===== src/rtl/ram_scan_ctrl.sv =====
// RAM scan controller: walks length words from base_addr, accumulating sum/max/min/key-match count.
// Optional clear-on-read (each read followed by a zeroing write) is built when RAM_SCAN_CLEAR_EN is defined.
module ram_scan_ctrl #(
  parameter int ADDR_WIDTH = 9,
  parameter int DATA_WIDTH = 6
) (
  input  logic                             clk,
  input  logic                             rst_n,
  input  logic                             start,
  input  logic [ADDR_WIDTH-1:0]            base_addr,
  input  logic [ADDR_WIDTH:0]              length,
  input  logic [DATA_WIDTH-1:0]            key,
  output logic [ADDR_WIDTH-1:0]            ram_addr,
  output logic                             ram_read,
  output logic                             ram_write,
  output logic [DATA_WIDTH-1:0]            ram_wdata,
  input  logic [DATA_WIDTH-1:0]            ram_rdata,
  output logic                             busy,
  output logic                             done,
  output logic [ADDR_WIDTH+DATA_WIDTH:0]   sum,
  output logic [DATA_WIDTH-1:0]            max_val,
  output logic [DATA_WIDTH-1:0]            min_val,
  output logic [ADDR_WIDTH:0]              match_cnt
);

  localparam int SW = ADDR_WIDTH + DATA_WIDTH + 1;
  localparam logic [ADDR_WIDTH-1:0] ADDR_ONE = 1;
  localparam logic [ADDR_WIDTH:0]   CNT_ONE  = 1;

  typedef enum logic [1:0] {IDLE, READ, CLEAR, DONE} state_e;

  state_e                  state_q;
  logic [ADDR_WIDTH-1:0]   addr_q;
  logic [ADDR_WIDTH:0]     rem_q;
  logic [DATA_WIDTH-1:0]   key_q;
  logic                    read_q, busy_q, done_q;
  logic [SW-1:0]           sum_q, sum_d;
  logic [DATA_WIDTH-1:0]   max_q, max_d, min_q, min_d;
  logic [ADDR_WIDTH:0]     cnt_q, cnt_d;
  logic                    last;

  // Accumulator updates only ever commit in READ, where ram_rdata is driven.
  always_comb begin
    sum_d = sum_q + {{(ADDR_WIDTH+1){1'b0}}, ram_rdata};
    max_d = (ram_rdata > max_q) ? ram_rdata : max_q;
    min_d = (ram_rdata < min_q) ? ram_rdata : min_q;
    cnt_d = cnt_q + {{ADDR_WIDTH{1'b0}}, (ram_rdata == key_q)};
    last  = (rem_q == CNT_ONE);
  end

`ifdef RAM_SCAN_CLEAR_EN
  logic write_q;
`endif

  always_ff @(posedge clk) begin
    if (!rst_n) begin
      state_q <= IDLE;
      addr_q  <= '0;
      rem_q   <= '0;
      key_q   <= '0;
      read_q  <= 1'b0;
      busy_q  <= 1'b0;
      done_q  <= 1'b0;
      sum_q   <= '0;
      max_q   <= '0;
      min_q   <= '1;
      cnt_q   <= '0;
`ifdef RAM_SCAN_CLEAR_EN
      write_q <= 1'b0;
`endif
    end else begin
      case (state_q)
        IDLE: begin
          done_q <= 1'b0;
          if (start) begin
            key_q <= key;
            sum_q <= '0;
            max_q <= '0;
            min_q <= '1;
            cnt_q <= '0;
            rem_q <= length;
            if (length == '0) begin
              state_q <= DONE;
              done_q  <= 1'b1;
            end else begin
              state_q <= READ;
              addr_q  <= base_addr;
              read_q  <= 1'b1;
              busy_q  <= 1'b1;
            end
          end
        end
        READ: begin
          sum_q <= sum_d;
          max_q <= max_d;
          min_q <= min_d;
          cnt_q <= cnt_d;
`ifdef RAM_SCAN_CLEAR_EN
          // Zero the word just read at the same address on the next cycle.
          state_q <= CLEAR;
          read_q  <= 1'b0;
          write_q <= 1'b1;
`else
          if (last) begin
            state_q <= DONE;
            read_q  <= 1'b0;
            busy_q  <= 1'b0;
            done_q  <= 1'b1;
          end else begin
            addr_q <= addr_q + ADDR_ONE;
            rem_q  <= rem_q - CNT_ONE;
          end
`endif
        end
`ifdef RAM_SCAN_CLEAR_EN
        CLEAR: begin
          write_q <= 1'b0;
          if (last) begin
            state_q <= DONE;
            busy_q  <= 1'b0;
            done_q  <= 1'b1;
          end else begin
            state_q <= READ;
            read_q  <= 1'b1;
            addr_q  <= addr_q + ADDR_ONE;
            rem_q   <= rem_q - CNT_ONE;
          end
        end
`endif
        DONE: begin
          done_q  <= 1'b0;
          state_q <= IDLE;
        end
        default: state_q <= IDLE;
      endcase
    end
  end

`ifdef RAM_SCAN_CLEAR_EN
  assign ram_write = write_q;
`else
  assign ram_write = 1'b0;
`endif
  assign ram_wdata = '0;
  assign ram_addr  = addr_q;
  assign ram_read  = read_q;
  assign busy      = busy_q;
  assign done      = done_q;
  assign sum       = sum_q;
  assign max_val   = max_q;
  assign min_val   = min_q;
  assign match_cnt = cnt_q;

endmodule


===== config.mk =====
export PLATFORM = sky130hd
export DESIGN_NAME = ram_scan_ctrl
export DESIGN_NICKNAME = d
export VERILOG_FILES = /design/src/rtl/ram_scan_ctrl.sv
export SDC_FILE = /design/constraint.sdc
export NUM_CORES = 1
export LEC_CHECK = 0
export BUFFER_PORTS_ARGS = -buffer_cell sky130_fd_sc_hd__buf_2
export CORE_MARGIN = 1.5
export CORE_UTILIZATION = 50
export DETAILED_ROUTE_END_ITERATION = 12
export PLACE_DENSITY_LB_ADDON = 0.15
export SYNTH_ARGS = -nofsm -noshare
export SYNTH_HDL_FRONTEND = slang
export SYNTH_SLANG_ARGS = --single-unit

===== constraint.sdc =====
create_clock -name clk -period 3.75 [get_ports clk]
set_input_delay 0.5625 -clock clk [delete_from_list [all_inputs] [get_ports clk]]
set_output_delay 0.5625 -clock clk [all_outputs]
set_load 0.005 [all_outputs]

==> out/metrics.yaml <==
dpl.cell_count: 643
pre_cts_ws_ns: 1.09
synthFlopType: "dfxtp_1"
hold_class: "input pin to flop"
relSlewSlack_pct: 42.5
ys_async_sr_fraction_pct: 0
start_kind: "flop"
finalCritPeriodShare_pct: 71.7
syn-cell-area_um2: 3880
first_pass_iters: 5
setup_viol: 0
drive_gt1_share_pct: 21.6
p_per_area_nw_per_um2: 367
grt_use_total_pct: 24.3
rsz0062_at_grt: "false"
critPathBufInv: 1
num_antenna_cells: 0
seq_area_frac_synth_pct: 34.6
placementRows: 31
worstPathArrival_ns: 2.93
max-vdd-ir-drop_mv: 0.252
power.leakage_uw: 0.00190
fin_crit_ns: 2.69
clock-sinks: 67
hpwl_um: 6700
timing.final.ws_setup_ns: 1.06
cts_setup_buffers: 0
synth.most_common_cell: "dfxtp_1"
grt_max_degree: 47
postSynthCellCount: 481
cts_buffer_depth: 2
cts_resized: 0
cts_buffers: 9
worst_slew_pin_slew_ns: 0.858
status: "finished, final reports clean"
cpPeakStageDelay_ns: 0.63
tritoncts: "built"
fin_cells: 658
antenna_found_initial: 0
detail-route-antenna-nets: 0
synth_top_cell_by_area: "dfxtp_1"
nNetsFinal: 612
tns_ns: 0
cts-root-buf: "clkbuf_8"
crit_chain: "ha_1 -> or4b_1 -> o41ai_4 -> buf_4 -> nand2b_1 -> nor2_1 -> o221a_1"
fmax_mhz: 372
clk_latency_ns: 0.34
grt_pass1_wl_um: 16500
synth-edff-count: 0
grt_pass1_vias: 3629
post-route-drc-count: 0
cp-end-kind: "flop"
maxSlewViolCount: 0
ios: 91
avgSynthCellArea_um2: 8.07
die_area_um2: 8300
fp.dieH_um: 91.1
critPathKind: "flop to flop"
ys_ff_latch: 67
slowest_stage: "nand2b_1"
clk_pin_slew_ns: 0.07
maxCapViolCount: 0
ctsHoldBuffers: 0
cp_max_fo: 18
synth_area_leaders: "dfxtp_1 35%, ha_1 7.1%, a21oi_1 6.2%, nand2_1 5.7%, nand3_1 3.6%"
finClkSkew_ns: 0.00599
worst_path_dominant_cell_family: "simple AND/OR/NAND/NOR gates"
ys_types: 56
die_w_um: 91.1
grt_overflow_total: 0
wl_per_cell_um: 14.6
coreArea_um2: 7370
hold_viol_final: 0
port_buffers: 83
fill_cells: 710
cp.required_ns: 3.99
yosys-top-cells-count: "67 x dfxtp_1, 59 x nand2_1, 48 x a21oi_1, 36 x nor2_1, 28 x nand3_1"
gp_congestion: 0.861
regArea_um2: 1340
multiInputGateArea_um2: 2290
avgViaCountPerCell: 5.76
drt_iter0_markers: 174
initial_core_util_pct: 52.6
routed_wl_um: 9610
cts_max_level: 3
num_vias: 3788
synthToLayoutAreaGrowth_pct: 15.8
synth_warnings: 0
synth.top_cell.area_share_pct: 34.6
[area by class of cell]
cell class	count	share of cell area, %
flip-flops and latches	67	29.9
well taps	99	2.76
repair buffers	92	10.8
inverters	24	2.01
multi-input cells	361	51.1
clock buffers	12	3.23
clock inverters	3	0.334
[routing by layer]
layer / share of wire, % / track usage (%) / up-vias
met5: 0 / 0 / -
li1: - / - / 1887
met4: 1.7 / 9.38 / 0
met3: 5.1 / 4.86 / 14
met2: 48 / 41.6 / 111
met1: 46 / 29.7 / 1776
[worst register-to-register path: stages, from the launching register on]
cell and delay (ns):
dfxtp_1 0.42, ha_1 0.17, or4b_1 0.52, o41ai_4 0.23, buf_4 0.26, nand2b_1 0.63
nor2_1 0.11, o221a_1 0.24
[registers in the layout, indices dropped and copies added, names as in the netlist]
register / count
sum: 16
match_cnt: 10
rem_q: 10
ram_addr: 9
key_q: 6
max_val: 6
min_val: 6
state_q: 2
busy: 1
done: 1
[cells in the final DEF (no fill, tap or decap), types with 3 or more instances in the layout]
| master | Yosys | routed |
|---|---|---|
| nand3_1 | 28 | 28 |
| o21ai_0 | 19 | 19 |
| or3_1 | 3 | 3 |
| nor2b_1 | 5 | 4 |
| a211oi_1 | 5 | 5 |
| o22ai_2 | 3 | 3 |
| o41ai_1 | 7 | 7 |
| conb_1 | 1 | 7 |
| buf_4 | 8 | 9 |
| buf_2 | 3 | 83 |
| o311ai_0 | 3 | 3 |
| inv_1 | 24 | 24 |
| nand2_1 | 59 | 59 |
| mux2_2 | 5 | 5 |
| mux2i_1 | 10 | 10 |
| a21o_1 | 3 | 3 |
| o2111ai_1 | 7 | 7 |
| or4_1 | 3 | 3 |
| nand2b_1 | 7 | 7 |
| nor3_1 | 10 | 10 |
| o211ai_1 | 6 | 6 |
| ha_1 | 22 | 22 |
| clkinv_2 | 0 | 3 |
| dfxtp_1 | 67 | 67 |
| clkbuf_8 | 0 | 10 |
| nor2_1 | 36 | 36 |
| a21oi_1 | 48 | 48 |
| nand4_1 | 10 | 10 |
| xnor2_1 | 4 | 4 |
| a31oi_1 | 5 | 5 |
| nor4_1 | 4 | 4 |
| nor3b_1 | 4 | 4 |
| xor2_1 | 3 | 3 |
| o31ai_1 | 10 | 10 |
[worst paths after layout]
kind              startpoint           to  slack, ns  cells after the start
setup / recovery    rem_q[0]  ram_addr[6]       1.06                      7
hold reg to reg   max_val[4]   max_val[4]       0.48                      2
hold / removal        key[3]     key_q[3]       0.45                      3
setup reg to reg    rem_q[0]  ram_addr[6]       1.06                      7
[cell families (layout without fill, tap and decap cells)]
kind of cell               after synthesis  count (layout)  synth area share (%)
AOI/OAI and AO/OA                      130             130                  22.8
xor gates and xnor gates                 7               7                  1.58
adders and majority gates               23              23                  7.61
buffers and inverters                   59             131                  6.97
DFF                                     67              67                  34.6
muxes                                   15              15                  4.03
other                                    1               7                0.0967
and+or+nand+nor                        179             179                  22.3
[power by group]
group / internal (uW) / switching, uW
registers: 751 / 41.9
logic: 138 / 198
clock network: 252 / 271
[stage by stage]
stage               power [uW]  cell area, um2  hold slack, ns  utilization, %
floorplan                 1040            3900           0.448               -
global placement          1130            4330           0.463            58.8
detailed placement        1140            4330           0.466            58.8
CTS                       1660            4490           0.448            61.0
global route              1740            4490           0.457            61.0
finish                    1650            4490           0.455            61.0
Note: power is estimated with default switching activity, not from simulation.
